**src/rtl/xadc_uart_pkg.sv**
```systemverilog
// xadc_uart_pkg: shared FSM states, ASCII constants and frame byte helpers for xadc_uart_sequencer.
// Build option XADC_UART_CRLF_EN selects a CR LF terminator (NBYTES=5) instead of a space (NBYTES=4).
package xadc_uart_pkg;
  typedef enum logic [1:0] {IDLE, START, DATA, STOP} state_t;
  localparam logic [7:0] ASCII_SP = 8'h20;
  localparam logic [7:0] ASCII_CR = 8'h0D;
  localparam logic [7:0] ASCII_LF = 8'h0A;
`ifdef XADC_UART_CRLF_EN
  localparam int NBYTES = 5;
  localparam logic [7:0] TERM0 = ASCII_CR;
  localparam logic [7:0] TERM1 = ASCII_LF;
`else
  localparam int NBYTES = 4;
  localparam logic [7:0] TERM0 = ASCII_SP;
  localparam logic [7:0] TERM1 = ASCII_SP;
`endif
  function automatic logic [7:0] hex_ascii(input logic [3:0] n);
    return n < 4'd10 ? 8'h30 + {4'h0, n} : 8'h37 + {4'h0, n};
  endfunction
  // Byte i of the frame for sample d: three hex digits, most significant first, then the terminator.
  function automatic logic [7:0] frame_byte(input logic [11:0] d, input logic [2:0] i);
    return i == 3'd0 ? hex_ascii(d[11:8]) :
           i == 3'd1 ? hex_ascii(d[7:4]) :
           i == 3'd2 ? hex_ascii(d[3:0]) :
           i == 3'd3 ? TERM0 : TERM1;
  endfunction
endpackage

```
**src/rtl/baud_tick_gen.sv**
```systemverilog
// baud_tick_gen: modulo-BAUD_DIV bit timer with synchronous restart.
// Ports: clk, rst_n (async active-low), restart (zero the count), tick (high on the last cycle of each bit period).
module baud_tick_gen #(
  parameter int unsigned BAUD_DIV = 10417
) (
  input  logic clk,
  input  logic rst_n,
  input  logic restart,
  output logic tick
);
  logic [31:0] cnt;
  assign tick = cnt == 32'(BAUD_DIV - 1);
  always_ff @(posedge clk or negedge rst_n)
    if (!rst_n) cnt <= '0;
    else cnt <= (restart || tick) ? '0 : cnt + 32'd1;
endmodule

```
**src/rtl/xadc_uart_sequencer.sv**
```systemverilog
// xadc_uart_sequencer: sends each accepted 12-bit XADC sample over UART 8N1 as 3 uppercase hex chars plus a terminator.
// Ports: clk, rst_n (async active-low), sample_data/sample_valid/sample_ready (input handshake),
//        tx (serial out, idle high), busy (frame in progress), frame_done (pulse in the last stop-bit cycle).
// Build option XADC_UART_CRLF_EN: terminator CR LF instead of a single space.
module xadc_uart_sequencer
  import xadc_uart_pkg::*;
#(
  parameter int unsigned BAUD_DIV = 10417,
  parameter int SAMPLE_W = 12
) (
  input  logic                clk,
  input  logic                rst_n,
  input  logic [SAMPLE_W-1:0] sample_data,
  input  logic                sample_valid,
  output logic                sample_ready,
  output logic                tx,
  output logic                busy,
  output logic                frame_done
);
  state_t state, state_n;
  logic [11:0] data, data_n;
  logic [2:0] byte_idx, byte_n, bit_idx, bit_n;
  logic [7:0] cur_byte;
  logic rdy, tick, restart, accept, last_stop, tx_n;

  baud_tick_gen #(.BAUD_DIV(BAUD_DIV)) u_tick (
    .clk(clk),
    .rst_n(rst_n),
    .restart(restart),
    .tick(tick)
  );

  // Ready is also raised in the final stop-bit cycle so a waiting sample starts with no idle gap.
  assign last_stop = state == STOP && tick && byte_idx == 3'(NBYTES - 1);
  assign frame_done = last_stop;
  assign sample_ready = rdy && (state == IDLE || last_stop);
  assign accept = sample_valid && sample_ready;
  assign busy = state != IDLE;

  always_comb begin
    state_n = state;
    data_n = data;
    byte_n = byte_idx;
    bit_n = bit_idx;
    restart = 1'b0;
    if (accept) begin
      state_n = START;
      data_n = sample_data;
      byte_n = 3'd0;
      restart = 1'b1;
    end else if (tick) begin
      case (state)
        IDLE: ;
        START: begin
          state_n = DATA;
          bit_n = 3'd0;
        end
        DATA: begin
          state_n = bit_idx == 3'd7 ? STOP : DATA;
          bit_n = bit_idx + 3'd1;
        end
        STOP: begin
          state_n = last_stop ? IDLE : START;
          byte_n = byte_idx + 3'd1;
          restart = 1'b1;
        end
      endcase
    end
    // tx is registered from the next state so the pin never glitches.
    cur_byte = frame_byte(data_n, byte_n);
    tx_n = state_n == START ? 1'b0 : state_n == DATA ? cur_byte[bit_n] : 1'b1;
  end

  always_ff @(posedge clk or negedge rst_n)
    if (!rst_n) begin
      state <= IDLE;
      data <= '0;
      byte_idx <= '0;
      bit_idx <= '0;
      tx <= 1'b1;
      rdy <= 1'b0;
    end else begin
      state <= state_n;
      data <= data_n;
      byte_idx <= byte_n;
      bit_idx <= bit_n;
      tx <= tx_n;
      rdy <= 1'b1;
    end
endmodule

```
**config.mk**
```make
export PLATFORM = sky130hd
export DESIGN_NAME = xadc_uart_sequencer
export DESIGN_NICKNAME = d
export VERILOG_FILES = /design/src/rtl/xadc_uart_pkg.sv /design/src/rtl/baud_tick_gen.sv /design/src/rtl/xadc_uart_sequencer.sv
export SDC_FILE = /design/constraint.sdc
export NUM_CORES = 1
export LEC_CHECK = 0
export CORE_ASPECT_RATIO = 1.1
export CORE_MARGIN = 2
export CORE_UTILIZATION = 40
export DETAILED_ROUTE_END_ITERATION = 8
export PLACE_DENSITY_LB_ADDON = 0.08
export RECOVER_POWER = 25
export REMOVE_ABC_BUFFERS = 1
export SETUP_SLACK_MARGIN = 0.15
export SLEW_MARGIN = 20
export SYNTH_ARGS = -nofsm -noshare
export SYNTH_HDL_FRONTEND = slang
export SYNTH_SLANG_ARGS = --single-unit
```
**constraint.sdc**
```tcl
create_clock -name clk -period 7.4 [get_ports clk]
set_input_delay 1.48 -clock clk [delete_from_list [all_inputs] [get_ports clk]]
set_output_delay 1.48 -clock clk [all_outputs]
set_load 0.005 [all_outputs]
```
==> metrics, run 1 <==
CTS Buf Count 5; RR Startpoint u_tick.cnt[0]; Syn Std Cell Area 0.003431 mm²; Primary FF master, synth dfrtp_1; Nets approximately 400; final instance area roughly 0.0038 mm²; total length of routed wires around 7300 µm; drt first-iter violations slightly above 60; FF-to-FF setup slack about 3.9 ns; post-CTS sizing 0; postcts setup bufs 0; first-pass GRT wire length about 13000 µm; Slew @ Worst Pin 2.923 ns; xor/xnor share of the synthesized area 7.148%; final setup violating endpoints 0; die area 0.009334 mm²; initial antenna violation count 0; CTS Hold Bufs 0; final core occ 45.82%; fin crit share a little under three fifths; Synth-to-Final Area Change 11.71%; ANT nets after route 0; number of max-cap violations 1; Hold Path Class register to register; Leak between 1.5 and 2 nW; share of cells above drive strength 1 between 10% and 20%; Reg2Reg Depth 13; Worst Setup Start Kind input port; Fill cells just over 800; final count of hold timing violations 0; drc violations 0; Ports 19; critical path endpoint category register; Worst EP required approximately 7.7 ns; setup TNS 0 ns; grt total ovfl 0; critical path class input port to register; total clock sinks 54; Ant. Diodes 0; min-delay src u_tick.cnt[0]; Cell variety after synth slightly above 60; Avg Vias per Cell 5.352; Worst-Skew Late Latency 0.32 ns; num rows 35; Pre-antenna DRT Iters 4; Post-synth EDFFs 0; Max FO, Critical Path 26; Slew HR -94.86%; Post-Synth Simple-Gate Area between 20 and 25%; vias post-DR ~2.6k; YS warnings 0; Routed wire per std cell ~15 µm; largest net degree at the start of global routing 55; Fmax around 0.24 GHz; R2R Path End tx; RSZ-0062 raised after global routing false; Adder-Cell Fraction of Synth Area around 4.4%; DIE HEIGHT 101.1 µm; Max IR drop VDD about 80 µV; post-synthesis mux area share under 10%; fin cells about 480; clock tree buffer depth 2; Root Driver clkbuf_8; Worst-path clk slew between 0.1 and 0.15 ns; Max Slew Vio Count 55; die width just over 90 µm; ys async rst share 100.0%; Avg Cell Area, Syn slightly below 10 µm²; Cell Pwr Density around 130 mW/mm²; hold endpoint u_tick.cnt[0]; Synth Area in Compound Gates between 10% and 20%; placed insts 475; cell area after placement approximately 0.0037 mm²; # port buffers 18; CP Data Arrival Time around 4.4 ns; Mapped Cells 349; CTS tree done; gpl congestion about 0.86; largest family of logic cells by synthesized area simple AND/OR/NAND/NOR gates; total global-route track usage 16.84%; hold depth 1; status finished, violations left; Initial Utilization around 41%; DPL Wire Length ~5300 µm; failing checks max-capacitance violations, max-slew violations; Seq/Total Area, Yosys about two fifths; clock skew ~0.015 ns; min setup slack post-route 3.222 ns; Period minus WS final 4.178 ns; post-synthesis register bit count 54; pre-CTS setup slack about 2.9 ns; Core Region ~0.0084 mm²; vias in the first global route between 2k and 3k; CTS H-Tree Depth 2
power breakdown:
part | leakage [nW] | switching, W | internal (W)
Clock | 0.0441 | 0.000105 | 0.0000669
Combinational | 0.881 | 0.00000915 | 0.00000709
Sequential | 0.708 | 0.000000254 | 0.000295
Total | 1.63 | 0.000115 | 0.000369
layout by cell type (no fill, tap or decap), types with 2 or more instances in the layout:
cell type	Yosys	layout
or3_1	6	6
a211oi_1	3	3
buf_4	0	2
nor4b_4	3	3
nand3b_1	2	2
nand2b_1	3	3
nor2_1	45	45
nor2b_1	3	3
ha_1	12	12
nor4b_1	2	2
clkbuf_8	0	5
o21ai_0	17	17
and2_1	2	2
clkdlybuf4s50_1	0	17
nor3_1	7	7
mux2_2	10	10
nand4_1	8	8
a31oi_1	3	3
a21oi_1	14	14
nand3_1	10	10
inv_1	24	24
and3b_1	2	2
and4_1	3	3
and3_1	5	5
o21a_1	3	3
nor4_2	2	2
dfrtp_1	53	53
xnor2_1	15	15
o21bai_1	2	2
or4_1	2	2
nor4_4	3	3
nand4_4	2	2
nand2_1	18	18
xor2_1	13	13
mux2i_1	18	18
per-stage QoR:
stage          total power (W)  hold WS (ns)
6_report             0.0004837        0.4677
5_1_grt              0.0005038        0.5161
4_1_cts              0.0004935        0.4667
3_5_place_dp         0.0003185        0.4530
3_3_place_gp         0.0003184        0.4478
2_1_floorplan        0.0003025        0.4322
layout make-up:
| class | instances | area [µm²] | share of cell area (%) |
|---|---|---|---|
| clock buffer | 5 | 68.82 | 1.796 |
| clock inverter | 3 | 21.27 | 0.5550 |
| inverter | 24 | 90.09 | 2.351 |
| multi-input combinational | 265 | 1967 | 51.32 |
| sequential | 54 | 1353 | 35.29 |
| tap | 111 | 138.9 | 3.624 |
| timing repair buffer | 21 | 193.9 | 5.060 |
cell families after synthesis:
kind of cell | Yosys count
AND/OR/NAND/NOR | 134
AO/OA/AOI/OAI | 62
flip-flops | 54
buffers and inverters | 30
XOR/XNOR | 28
multiplexers | 28
adder cells (fa/ha/maj) | 12
other | 1
flip-flops by register name, indices dropped and copies added (netlist names):
signal,count
rdy,1
data,12
bit_idx,3
u_tick.cnt,32
state,2
tx,1
byte_idx,3
worst max path at each step:
stage	endpoint	start	cells past startpoint	slack, ns
floorplan	tx	sample_valid	9	3.45
global placement	tx	sample_valid	11	2.98
detailed placement	tx	sample_valid	11	2.94
CTS	tx	sample_valid	11	3.26
global route	u_tick.cnt[4]	rst_n	2	2.86
finish	tx	sample_valid	11	3.22
synthesized netlist by cell type (all sizes together), types with 2 or more instances:
cell type | number | area, µm²
mux2i | 18 | 180.2
mux2 | 10 | 112.6
o221ai | 2 | 23.77
o31ai | 2 | 28.78
nand2b | 3 | 18.77
nor4 | 6 | 95.09
nor2 | 45 | 168.9
a211oi | 3 | 22.52
nand2 | 18 | 67.56
dfrtp | 53 | 1326
nand4 | 10 | 92.59
nor2b | 3 | 18.77
xnor2 | 15 | 131.4
inv | 24 | 90.09
clkbuf | 4 | 15.01
o21ai | 19 | 95.09
o21bai | 2 | 15.01
o21a | 3 | 22.52
and3 | 5 | 31.28
a21oi | 14 | 70.07
o311ai | 2 | 17.52
and3b | 2 | 17.52
nor4b | 5 | 88.84
and4 | 3 | 26.28
nor3 | 8 | 51.30
ha | 12 | 150.1
xor2 | 13 | 113.9
and2 | 2 | 12.51
nand3b | 2 | 15.01
or4 | 2 | 15.01
or3 | 6 | 37.54
buf | 2 | 10.01
a31oi | 3 | 18.77
nand3 | 10 | 50.05
critical path, cell delays in order:
cell             delay [ns]
clkdlybuf4s50_1        0.50
nand4_1                0.26
o31ai_4                0.24
buf_4                  0.35
mux2i_1                0.30
ha_1                   0.21
a211oi_1               0.08
o41ai_1                0.44
o2111ai_1              0.19
a22oi_2                0.25
o221ai_2               0.12
layer usage:
| layer | global-route usage (%) | vias up | routed length, µm | share of wire, % |
|---|---|---|---|---|
| li1 | - | 1301 | - | - |
| met1 | 21.07 | 1246 | 3341 | 46 |
| met2 | 30.10 | 30 | 3706 | 51 |
| met3 | 2.753 | 8 | 149 | 2.0 |
| met4 | 4.937 | 0 | 90 | 1.2 |
| met5 | 0 | - | 0 | 0 |
Note: power is estimated with default switching activity, not from simulation.
==> run 2, diff against run 1 <==
clock period = 3.6 ns   (was 7.4 ns; I/O delays follow)
==> metrics, run 2 (same netlist as run 1, synthesis figures left out) <==
DIE HEIGHT between 100 and 150 µm; critical path endpoint category output pin; CTS Buf Count 5; commonest non-fill, non-tap cell in the layout dfrtp_1; placed insts between 400 and 500; total length of routed wires ~7400 µm; Slew @ Worst Pin about 1.3 ns; CP Data Arrival Time 2.53 ns; status completed; number of max-cap violations 0; Routed wire per std cell roughly 15 µm; num rows 35; vias in the first global route around 2.6k; Initial Utilization 41.02%; Nets around 410; final setup violating endpoints 0; max reg flops 32; total power 0.0009903 W; drc violations 0; Worst EP required approximately 2.9 ns; die area 0.009334 mm²; Largest Register u_tick.cnt; initial antenna violation count 0; Leak 1.683 nW; setup TNS 0 ns; Root Driver clkbuf_8; post-CTS sizing 0; Core Region between 0.008 and 0.009 mm²; pre-CTS setup slack between 0.2 and 0.25 ns; drt first-iter violations 110; first-pass GRT wire length between 10000 and 15000 µm; vias post-DR 2652; # port buffers 18; Ant. Diodes 0; CTS Hold Bufs 0; CTS H-Tree Depth 2; RSZ-0062 raised after global routing false; Period minus WS final roughly 3.3 ns; min-delay src u_tick.cnt[0]; Max Slew Vio Count 0; fin cells 493; final count of hold timing violations 0; DPL Wire Length 5506 µm; die width 92.30 µm; Max IR drop VDD between 150 and 200 µV; gpl congestion roughly 0.86; Worst Setup Start Kind register; critical path class register to output pin; Synth-to-Final Area Change 13.90%; CTS tree done; Cell Pwr Density around 250 mW/mm²; most frequent cells in the layout dfrtp_1 (53), nor2_1 (44), inv_1 (24), nand2_1 (18), mux2i_1 (18); ANT nets after route 0; clock skew 0.01931 ns; Ports 19; postcts setup bufs 0; Fmax just over 0.3 GHz; Pre-antenna DRT Iters 4; Hold Path Class register to register; Max FO, Critical Path 8; Avg Vias per Cell around 5.4; final core occ between 40% and 50%; Worst setup startpoint u_tick.cnt[0]; share of cells above drive strength 1 13.61%; top flop regs u_tick.cnt (32), data (12); fin crit share between 90% and 100%; min setup slack post-route approximately 0.35 ns; Worst-path clk slew around 0.1 ns; Slew HR a little over a tenth; largest net degree at the start of global routing 33; Worst-Skew Late Latency between 0.3 and 0.4 ns; total clock sinks 54; RR Startpoint u_tick.cnt[16]; clock tree buffer depth 2; total global-route track usage ~17%; grt total ovfl 0
-- run 2: cell count changes in the layout (fill, tap and decap cells not counted) --
cell / change
buf_2: -1
buf_4: +10
clkbuf_2: +1
clkinv_2: +1
clkinv_4: -1
clkinvlp_4: -1
inv_6: +1
nor2_1: -1
nor2_2: +1
-- run 2: metrics by stage --
stage	cell area, µm²	hold slack, ns
floorplan	3406	0.4244
global placement	3821	0.4457
global route	3908	0.4878
detailed placement	3821	0.4501
finish	3908	0.4619
CTS	3909	0.3930
-- run 2: cell type report --
class / count / area (µm²)
Timing Repair Buffer: 31 / 269.0
Tap cell: 111 / 138.9
Clock buffer: 5 / 68.82
Fill cell: 815 / 4457
Multi-Input combinational cell: 265 / 1969
Inverter: 24 / 90.09
Clock inverter: 3 / 18.77
Sequential cell: 54 / 1353
-- run 2: worst paths after layout --
path / slack [ns] / depth (start not counted) / endpoint
worst max-delay path: 0.35 / 9 / sample_ready
worst min-delay path: 0.46 / 1 / u_tick.cnt[0]
worst max register to register: 0.44 / 10 / tx
worst min register to register: 0.46 / 1 / u_tick.cnt[0]
max in group asynchronous: 1.48 / 2 / data[4]
min in group asynchronous: 0.69 / 1 / u_tick.cnt[8]
-- run 2: power by group --
group,switching (W),internal (W),leakage [nW]
sequential,0.000000513,0.000607,0.708
clock,0.000212,0.000138,0.0483
combinational,0.0000189,0.0000146,0.926
total,0.000231,0.000759,1.68
-- run 2: critical path, stage by stage (launching register included) --
cell and delay, ns:
dfrtp_1 0.41, inv_1 0.08, ha_1 0.18, nor4b_4 0.24, nand4_4 0.17, buf_4 0.23
nor2_2 0.13, and3_1 0.19, o21a_1 0.11, clkdlybuf4s50_1 0.49
-- run 2: routing by layer --
| layer | wire length, µm | global-route usage (%) |
|---|---|---|
| met5 | 0 | 0 |
| met4 | 155 | 5.970 |
| met3 | 123 | 2.083 |
| met2 | 3670 | 29.20 |
| met1 | 3497 | 22.39 |
